[config.mk]
export PLATFORM = sky130hd
export DESIGN_NAME = vend_txn_ctrl_flat
export DESIGN_NICKNAME = d
export VERILOG_FILES = /design/src/rtl/vend_txn_ctrl_if.sv /design/src/rtl/vend_txn_ctrl.sv /design/src/flat_wrapper.sv
export SDC_FILE = /design/constraint.sdc
export NUM_CORES = 1
export LEC_CHECK = 0
export ABC_AREA = 1
export CORE_UTILIZATION = 40
export DETAILED_ROUTE_END_ITERATION = 8
export PLACE_DENSITY = 0.71
export SETUP_SLACK_MARGIN = 0.05
export SLEW_MARGIN = 20
export SYNTH_ARGS = -nofsm -noshare
export SYNTH_HDL_FRONTEND = slang
export SYNTH_SLANG_ARGS = --single-unit
export TNS_END_PERCENT = 1
[constraint.sdc]
create_clock -name clk -period 2.4 [get_ports clk]
set_clock_uncertainty 0.1 [all_clocks]
set_input_delay 0.48 -clock clk [delete_from_list [all_inputs] [get_ports clk]]
set_output_delay 0.48 -clock clk [all_outputs]
set_load 0.02 [all_outputs]
[src/rtl/vend_txn_ctrl_if.sv]
// Customer/dispenser signal bundle for the vending transaction controller.
// master drives the customer and dispenser inputs; slave is the controller side.
interface vend_txn_ctrl_if;
  logic       coin_valid;
  logic [2:0] coin_val;
  logic       sel_valid;
  logic [1:0] sel_item;
  logic [3:0] price;
  logic       cancel;
  logic       dispense_ack;
  logic [4:0] credit;
  logic       vend_req;
  logic [1:0] vend_item;
  logic       change_valid;
  logic [4:0] change;
  logic       coin_reject;
  logic       busy;

  modport master (
    output coin_valid, coin_val, sel_valid, sel_item, price, cancel, dispense_ack,
    input  credit, vend_req, vend_item, change_valid, change, coin_reject, busy
  );

  modport slave (
    input  coin_valid, coin_val, sel_valid, sel_item, price, cancel, dispense_ack,
    output credit, vend_req, vend_item, change_valid, change, coin_reject, busy
  );
endinterface

[src/rtl/vend_txn_ctrl.sv]
// Vending transaction controller: coin collection, item selection, dispense and change return.
// Define VEND_TIMEOUT_EN to make COLLECT auto-cancel after TIMEOUT_CYCLES idle cycles.
module vend_txn_ctrl #(
  parameter int unsigned TIMEOUT_CYCLES = 200
) (
  input logic            clk,
  input logic            rst,
  vend_txn_ctrl_if.slave bus
);

  typedef enum logic [1:0] {StIdle, StCollect, StVend, StChange} state_e;

  state_e     r_state, w_state;
  logic [4:0] r_credit, w_credit;
  logic       r_sel, w_sel;
  logic [1:0] r_item, w_item;
  logic [3:0] r_price, w_price;
  logic       r_vend_req, w_vend_req;
  logic [1:0] r_vend_item, w_vend_item;
  logic       r_change_valid, w_change_valid;
  logic [4:0] r_change, w_change;
  logic       r_coin_reject, w_coin_reject;
  logic       r_busy;

  logic [5:0] w_coin_sum;
  logic       w_coin_fits;
  logic       w_sel_ok;
  logic       w_can_vend;
  logic [4:0] w_after_vend;
  logic       w_timeout;

  if (TIMEOUT_CYCLES == 0) begin : g_bad_timeout
    $error("TIMEOUT_CYCLES must be nonzero");
  end

  assign w_coin_sum   = {1'b0, r_credit} + {3'b000, bus.coin_val};
  assign w_coin_fits  = ~w_coin_sum[5];
  assign w_sel_ok     = bus.sel_valid && (bus.price != 4'd0);
  // Vend decision looks only at registered credit/price, one cycle after they settle.
  assign w_can_vend   = r_sel && (r_credit >= {1'b0, r_price});
  assign w_after_vend = r_credit - {1'b0, r_price};

`ifdef VEND_TIMEOUT_EN
  localparam int unsigned CntW = (TIMEOUT_CYCLES > 1) ? $clog2(TIMEOUT_CYCLES) : 1;

  logic [CntW-1:0] r_to_cnt, w_to_cnt;
  logic            w_activity;

  assign w_activity = bus.coin_valid | bus.sel_valid;
  assign w_timeout  = (r_state == StCollect) && !w_activity &&
                      (r_to_cnt == CntW'(TIMEOUT_CYCLES - 1));

  always_comb begin
    w_to_cnt = '0;
    if ((r_state == StCollect) && (w_state == StCollect) && !w_activity) begin
      w_to_cnt = r_to_cnt + 1'b1;
    end
  end

  always_ff @(posedge clk) begin
    if (rst) begin
      r_to_cnt <= '0;
    end else begin
      r_to_cnt <= w_to_cnt;
    end
  end
`else
  assign w_timeout = 1'b0;
`endif

  always_comb begin
    w_state        = r_state;
    w_credit       = r_credit;
    w_sel          = r_sel;
    w_item         = r_item;
    w_price        = r_price;
    w_vend_req     = 1'b0;
    w_vend_item    = r_vend_item;
    w_change_valid = 1'b0;
    w_change       = r_change;
    w_coin_reject  = 1'b0;
    case (r_state)
      StIdle: begin
        // Credit is always zero here, so a coin can never overflow.
        if (bus.coin_valid && (bus.coin_val != 3'd0)) begin
          w_credit = w_coin_sum[4:0];
          w_state  = StCollect;
        end
        if (w_sel_ok) begin
          w_sel   = 1'b1;
          w_item  = bus.sel_item;
          w_price = bus.price;
          w_state = StCollect;
        end
      end
      StCollect: begin
        if (bus.cancel || w_timeout) begin
          w_coin_reject  = bus.coin_valid;
          w_change_valid = (r_credit != 5'd0);
          w_change       = r_credit;
          w_state        = StChange;
        end else begin
          if (bus.coin_valid) begin
            if (w_coin_fits) begin
              w_credit = w_coin_sum[4:0];
            end else begin
              w_coin_reject = 1'b1;
            end
          end
          if (w_can_vend) begin
            w_vend_req  = 1'b1;
            w_vend_item = r_item;
            w_state     = StVend;
          end else if (w_sel_ok) begin
            w_sel   = 1'b1;
            w_item  = bus.sel_item;
            w_price = bus.price;
          end
        end
      end
      StVend: begin
        w_coin_reject = bus.coin_valid;
        if (bus.dispense_ack) begin
          w_credit       = w_after_vend;
          w_change_valid = (w_after_vend != 5'd0);
          w_change       = w_after_vend;
          w_state        = StChange;
        end else begin
          w_vend_req = 1'b1;
        end
      end
      StChange: begin
        w_coin_reject = bus.coin_valid;
        w_credit      = 5'd0;
        w_sel         = 1'b0;
        w_item        = 2'd0;
        w_price       = 4'd0;
        w_state       = StIdle;
      end
      default: w_state = StIdle;
    endcase
  end

  always_ff @(posedge clk) begin
    if (rst) begin
      r_state        <= StIdle;
      r_credit       <= 5'd0;
      r_sel          <= 1'b0;
      r_item         <= 2'd0;
      r_price        <= 4'd0;
      r_vend_req     <= 1'b0;
      r_vend_item    <= 2'd0;
      r_change_valid <= 1'b0;
      r_change       <= 5'd0;
      r_coin_reject  <= 1'b0;
      r_busy         <= 1'b0;
    end else begin
      r_state        <= w_state;
      r_credit       <= w_credit;
      r_sel          <= w_sel;
      r_item         <= w_item;
      r_price        <= w_price;
      r_vend_req     <= w_vend_req;
      r_vend_item    <= w_vend_item;
      r_change_valid <= w_change_valid;
      r_change       <= w_change;
      r_coin_reject  <= w_coin_reject;
      r_busy         <= (w_state != StIdle);
    end
  end

  assign bus.credit       = r_credit;
  assign bus.vend_req     = r_vend_req;
  assign bus.vend_item    = r_vend_item;
  assign bus.change_valid = r_change_valid;
  assign bus.change       = r_change;
  assign bus.coin_reject  = r_coin_reject;
  assign bus.busy         = r_busy;

endmodule

[src/flat_wrapper.sv]
// flat-port wrapper written by rule: the top's interface ports become plain ports
module vend_txn_ctrl_flat 
#(
  parameter int unsigned TIMEOUT_CYCLES = 200
)
  (clk, rst, bus_coin_valid, bus_coin_val, bus_sel_valid, bus_sel_item, bus_price, bus_cancel, bus_dispense_ack, bus_credit, bus_vend_req, bus_vend_item, bus_change_valid, bus_change, bus_coin_reject, bus_busy);
  vend_txn_ctrl_if bus_i ();
  input logic clk;
  input logic rst;
  input wire logic [$bits(bus_i.coin_valid)-1:0] bus_coin_valid;
  input wire logic [$bits(bus_i.coin_val)-1:0] bus_coin_val;
  input wire logic [$bits(bus_i.sel_valid)-1:0] bus_sel_valid;
  input wire logic [$bits(bus_i.sel_item)-1:0] bus_sel_item;
  input wire logic [$bits(bus_i.price)-1:0] bus_price;
  input wire logic [$bits(bus_i.cancel)-1:0] bus_cancel;
  input wire logic [$bits(bus_i.dispense_ack)-1:0] bus_dispense_ack;
  output wire logic [$bits(bus_i.credit)-1:0] bus_credit;
  output wire logic [$bits(bus_i.vend_req)-1:0] bus_vend_req;
  output wire logic [$bits(bus_i.vend_item)-1:0] bus_vend_item;
  output wire logic [$bits(bus_i.change_valid)-1:0] bus_change_valid;
  output wire logic [$bits(bus_i.change)-1:0] bus_change;
  output wire logic [$bits(bus_i.coin_reject)-1:0] bus_coin_reject;
  output wire logic [$bits(bus_i.busy)-1:0] bus_busy;
  assign bus_i.coin_valid = bus_coin_valid;
  assign bus_i.coin_val = bus_coin_val;
  assign bus_i.sel_valid = bus_sel_valid;
  assign bus_i.sel_item = bus_sel_item;
  assign bus_i.price = bus_price;
  assign bus_i.cancel = bus_cancel;
  assign bus_i.dispense_ack = bus_dispense_ack;
  assign bus_credit = bus_i.credit;
  assign bus_vend_req = bus_i.vend_req;
  assign bus_vend_item = bus_i.vend_item;
  assign bus_change_valid = bus_i.change_valid;
  assign bus_change = bus_i.change;
  assign bus_coin_reject = bus_i.coin_reject;
  assign bus_busy = bus_i.busy;
  vend_txn_ctrl #(.TIMEOUT_CYCLES(TIMEOUT_CYCLES)) u_core (.clk(clk), .rst(rst), .bus(bus_i));
endmodule
Word level (Yosys, flattened, before mapping)
Cells that the tools add are included.
{"block": "classes", "magnitude_cmp": 1, "muxes": 37, "bitwise": 1, "n_eq_ne": 10, "reduce_logical": 16, "addsub": 2}
{"cell": "$mux 5", "count": 6}
{"cell": "$pmux 5 s4", "count": 1}
{"cell": "$mux 2", "count": 8}
{"cell": "$mux 4", "count": 3}
{"cell": "$ne 2x2->1 const B", "count": 6}
{"cell": "$pmux 4 s3", "count": 1}
{"cell": "$mux 1", "count": 11}
{"cell": "$pmux 5 s2", "count": 1}
{"cell": "$reduce_bool 5->1", "count": 2}
{"cell": "$reduce_and 3->1", "count": 3}
{"cell": "$pmux 2 s4", "count": 1}
{"cell": "$add 5x3->6", "count": 1}
{"cell": "$pmux 1 s2", "count": 3}
{"cell": "$pmux 2 s3", "count": 1}
{"cell": "$reduce_bool 3->1", "count": 2}
{"cell": "$ge 5x4->1", "count": 1}
{"cell": "$reduce_and 5->1", "count": 1}
{"cell": "$sub 5x4->5", "count": 1}
{"cell": "$eq 2x2->1 const B", "count": 2}
{"cell": "$reduce_bool 2->1", "count": 2}
{"cell": "$reduce_bool 4->1", "count": 1}
{"cell": "$logic_and 1x1->1", "count": 3}
{"cell": "$pmux 1 s3", "count": 1}
{"cell": "$eq 2x1->1 const B", "count": 1}
{"cell": "4 further kinds", "count": 4}
{"block": "word_totals", "out_inout_bits": 16, "register_bits": 25, "word_cells": 78, "in_bits": 15}

Logic depth before layout (Yosys ltp)
{"block": "logic_depth", "ltp_word": 6, "ltp_mapped": 12, "ltp_nobuf": 12}

Least setup slack after synthesis
OpenSTA, ideal clock, no wires.
{"block": "synth_timing", "kind": "register -> register", "from": "register u_core.r_credit[1], in the netlist u_core.bus.credit[1]", "to": "register u_core.r_credit[4], in the netlist u_core.bus.credit[4]", "setup_slack_ns": 0.540, "n_path_buf": 0, "t_required_ns": 2.181, "arrival_time_ns": 1.641, "setup_ns": 0.119, "synth_period_minus_slack_ns": 1.860, "stages_incl_launch_ff": 11, "path_cell_list": "dfxtp_1 -> inv_1 -> fa_1 -> nor2_1 -> nor2_1 -> nor2_1 -> nand2_1 -> nand2_1 -> nor2_1 -> nor2_1 -> a21oi_1"}
{"block": "synth_between", "elab_chain_cells": 5, "elab_cells_between_ends": 10, "cone_classes": "add/sub: 2; eq/ne: 1; mux: 6; reduce/logical: 1"}
{"element": "start: declaration", "line_no": "vend_txn_ctrl.sv:14", "text": "logic [4:0] r_credit, w_credit;"}
{"element": "start signal: assignment", "line_no": "vend_txn_ctrl.sv:159", "text": "r_credit <= w_credit;"}
{"element": "$add 5x3->6", "line_no": "vend_txn_ctrl.sv:36", "text": "assign w_coin_sum = {1'b0, r_credit} + {3'b000, bus.coin_val};"}
{"element": "$mux 5", "line_no": "vend_txn_ctrl.sv:104", "text": "if (w_coin_fits) begin"}
{"element": "$mux 5", "line_no": "vend_txn_ctrl.sv:103", "text": "if (bus.coin_valid) begin"}
{"element": "$mux 5", "line_no": "vend_txn_ctrl.sv:97", "text": "if (bus.cancel || w_timeout) begin"}
{"element": "$pmux 5 s4", "line_no": "vend_txn_ctrl.sv:82", "text": "case (r_state)"}
Parallel ways exist; a longest one is shown, timed or not. The select of a mux whose other input is x is not followed.
A chain may end at the register's enable or synchronous reset.

Worst setup path in the final report
{"block": "layout_timing", "from": "input port bus_coin_val[0]", "to": "register u_core.r_credit[4], in the netlist u_core.bus.credit[4]"}
{"block": "layout_between", "elab_chain_cells": 5, "elab_cells_between_ends": 11, "cone_classes": "add/sub: 1; eq/ne: 2; mux: 5; reduce/logical: 3"}
{"element": "start: declaration", "line_no": "flat_wrapper.sv:11", "text": "input wire logic [$bits(bus_i.coin_val)-1:0] bus_coin_val;"}
{"element": "$add 5x3->6", "line_no": "vend_txn_ctrl.sv:36"}
{"element": "$mux 5", "line_no": "vend_txn_ctrl.sv:104"}
{"element": "$mux 5", "line_no": "vend_txn_ctrl.sv:103"}
{"element": "$mux 5", "line_no": "vend_txn_ctrl.sv:97"}
{"element": "$pmux 5 s4", "line_no": "vend_txn_ctrl.sv:82"}
Parallel ways exist; a longest one is shown, timed or not. The select of a mux whose other input is x is not followed.

==> flow_summary.json <==
{
  "status": "finished, final reports clean",
  "drv_slew": 0,
  "worst_slew_pin_slew_ns": 0.481,
  "nFillCells": 400,
  "grt_pass1_wl_um": 6600,
  "comb_power_share_pct": 59.7,
  "clockBufferDepth": 2,
  "final.setup.worst_slack_ns": 0.282,
  "finalCritPeriodShare_pct": 88.3,
  "grt_max_degree": 14,
  "finalWeightedCongestion": 0.945,
  "crit_arrival_ns": 2.19,
  "rows": 22,
  "routedWlPerCell_um": 11.9,
  "routed_wl_um": 3750,
  "globalRouteOverflowTotal": 0,
  "place_hpwl_um": 2960,
  "pwr-share-seq_pct": 29.0,
  "firstDrtPassIters": 4,
  "timing.critical_path.mode_cell": "nor2_1",
  "slowest_delay_ns": 0.48,
  "ys_ff_latch": 25,
  "setup_viol": 0,
  "grt_usage_pct": 19.8,
  "grt_use_met2_pct": 32.7,
  "drtIter0Drc": 124,
  "nNetsFinal": 296,
  "regArea_sq_um": 500,
  "synth_seq_area_share_pct": 30.5,
  "post_cts_resized": 0,
  "sw_frac_of_total_pct": 46.6,
  "die_x_um": 66.0,
  "core_area_sq_mm": 0.00380,
  "num_vias": 1578,
  "cp_max_fo": 2,
  "worstSetupPathType": "in2reg",
  "synth_area_leaders": "dfxtp_1 (31%), nand2_1 (12%), ha_1 (8.4%)",
  "slowest_stage": "clkdlybuf4s50_1",
  "max_clock_freq_ghz": 0.472,
  "multiInputGateArea_sq_um": 962,
  "worstSkewPairLatency_ns": 0.27,
  "grt_pass1_vias": 1487,
  "ant_nets": 0,
  "p_total_mw": 2.23,
  "syn-cell-area_sq_mm": 0.00164,
  "layout_common_cells": "nand2_1 (54), inv_1 (30), clkdlybuf4s50_1 (30)",
  "synth_top_area_share_pct": 30.5,
  "num_antenna_cells": 0,
  "routed_via_density": 5.01,
  "tns_ns": 0,
  "die_y_um": 66.0,
  "power_switching_mw": 1.04,
  "place_ws_ns": -0.00635,
  "end_kind": "register",
  "start_util_pct": 43.1,
  "dp.cells": 311,
  "finalHoldViolCount": 0,
  "maxCapViolCount": 0,
  "power.share.clock_pct": 11.3,
  "antenna_found_initial": 0,
  "p_leak_nw": 0.910,
  "yosys.area.top_type": "dfxtp_1",
  "cts-root-buf": "clkbuf_8",
  "ios": 31,
  "met3_usage_pct": 4.14,
  "cts_hold_buf": 0,
  "cts_setup_buffers": 0,
  "layout-drive-gt1-share_pct": 6.74,
  "synth_cells": 238,
  "min_period_ns": 2.12,
  "p_int_mw": 1.19,
  "clock-sinks": 25,
  "yosys_warnings": 0,
  "final_cells": 315,
  "cts_buffers": 3,
  "ys_types": 28,
  "cp.required_ns": 2.47,
  "syn_nets": 266,
  "cp-start-kind": "input port",
  "syn_area_per_cell_sq_um": 6.89,
  "gr-max-usage-layer": "met2",
  "io_buffer_count": 30,
  "final_common_cell": "nand2_1",
  "htreeDepth": 1,
  "clk_pin_slew_worst_paths_ns": 0.08,
  "pwr_density_cell_mw_per_mm2": 1110,
  "cp_cell_sequence": "clkdlybuf4s50_1 -> ha_1 -> inv_1 -> fa_1 -> nor2_1 -> nor2_1 -> nor2_1 -> nand2_1 -> nand2_1 -> nor2_1 -> nor2_1 -> a21oi_1",
  "drc": 0,
  "peakVddDrop_uv": 526,
  "cts_tree": "yes",
  "hold_class": "reg2reg",
  "relSlewSlack_pct": 67.9,
  "rsz0062_at_grt": "no",
  "dieArea_sq_mm": 0.00436,
  "use_met1_pct": 24.5,
  "area_growth_pct": 22.5
}
## layer usage
layer | vias up | part of all wire, %
met2 | 42 | 46
met4 | 0 | 2.6
met5 | - | 0
met3 | 9 | 3.9
met1 | 701 | 47
li1 | 826 | -
## sequential cells by signal (all words and copies together) (netlist names)
name / count
u_core.bus.busy: 1
u_core.bus.change: 5
u_core.bus.change_valid: 1
u_core.bus.coin_reject: 1
u_core.bus.credit: 5
u_core.bus.vend_item: 2
u_core.bus.vend_req: 1
u_core.r_item: 2
u_core.r_price: 4
u_core.r_sel: 1
u_core.r_state: 2
## Yosys cell counts
| master | n |
|---|---|
| ha_1 | 11 |
| inv_6 | 1 |
| a21oi_4 | 2 |
| fa_1 | 2 |
| inv_1 | 30 |
| a21oi_2 | 1 |
| nor3b_1 | 1 |
| nand2_2 | 1 |
| nor2_2 | 1 |
| a31oi_1 | 3 |
| o21ai_0 | 9 |
| nand3_1 | 16 |
| inv_2 | 3 |
| a21oi_1 | 22 |
| buf_4 | 1 |
| buf_2 | 2 |
| dfxtp_1 | 25 |
| nor2_4 | 2 |
| or2_4 | 1 |
| o41ai_1 | 1 |
| o21ai_1 | 5 |
| clkbuf_1 | 1 |
| nand4_1 | 8 |
| nand2_1 | 54 |
| nand3_2 | 2 |
| xor2_1 | 3 |
| nor2_1 | 28 |
| buf_6 | 2 |
## layout make-up
| cell class | instances | share of cell area, % |
|---|---|---|
| multi-input cells | 173 | 47.9 |
| flip-flops and latches | 25 | 24.9 |
| repair buffers | 31 | 15.3 |
| inverters | 34 | 6.60 |
| well taps | 48 | 2.99 |
| clock buffers | 4 | 2.24 |
## cells by family (layout without fill, tap and decap cells)
group | count (synthesis) | after routing | synth area share, %
simple gates | 114 | 114 | 31.1
flops | 25 | 25 | 30.5
xor+xnor | 3 | 3 | 1.60
compound gates | 43 | 43 | 15.2
buf+inv | 40 | 69 | 10.8
fa+ha+maj | 13 | 13 | 10.8
## worst paths after layout
check	cells past startpoint	slack, ns	startpoint	end
worst max-delay path	12	0.28	bus_coin_val[0]	u_core.bus.credit[4]
worst min-delay path	2	0.37	u_core.r_item[0]	u_core.r_item[0]
worst max register to register	9	0.44	u_core.bus.credit[0]	u_core.bus.change_valid
worst min register to register	2	0.37	u_core.r_item[0]	u_core.r_item[0]
## critical path: cells and delay by family
kind | cells | cell delay, ns
adders and majority gates | 2 | 0.54
AOI/OAI and AO/OA | 1 | 0.06
and+or+nand+nor | 7 | 0.55
buffers and inverters | 2 | 0.53
## power groups by stage
stage | clock network (mW) | logic [mW] | registers (mW)
after floorplan | 0 | 0.914 | 0.708
after global placement | 0 | 1.32 | 0.657
after detailed placement | 0 | 1.33 | 0.659
after CTS | 0.264 | 1.33 | 0.650
after global routing | 0.274 | 1.52 | 0.667
final | 0.251 | 1.33 | 0.648
## per-stage QoR
step / instance area [sq um] / util [%] / hold WS, ns
after floorplan: 1640 / - / 0.341
after global placement: 1960 / 51.7 / 0.351
after detailed placement: 1960 / 51.7 / 0.358
after CTS: 2010 / 52.9 / 0.371
after global routing: 2010 / 52.9 / 0.394
final: 2010 / 52.9 / 0.368
No activity file was read; power rests on OpenSTA's default activity.
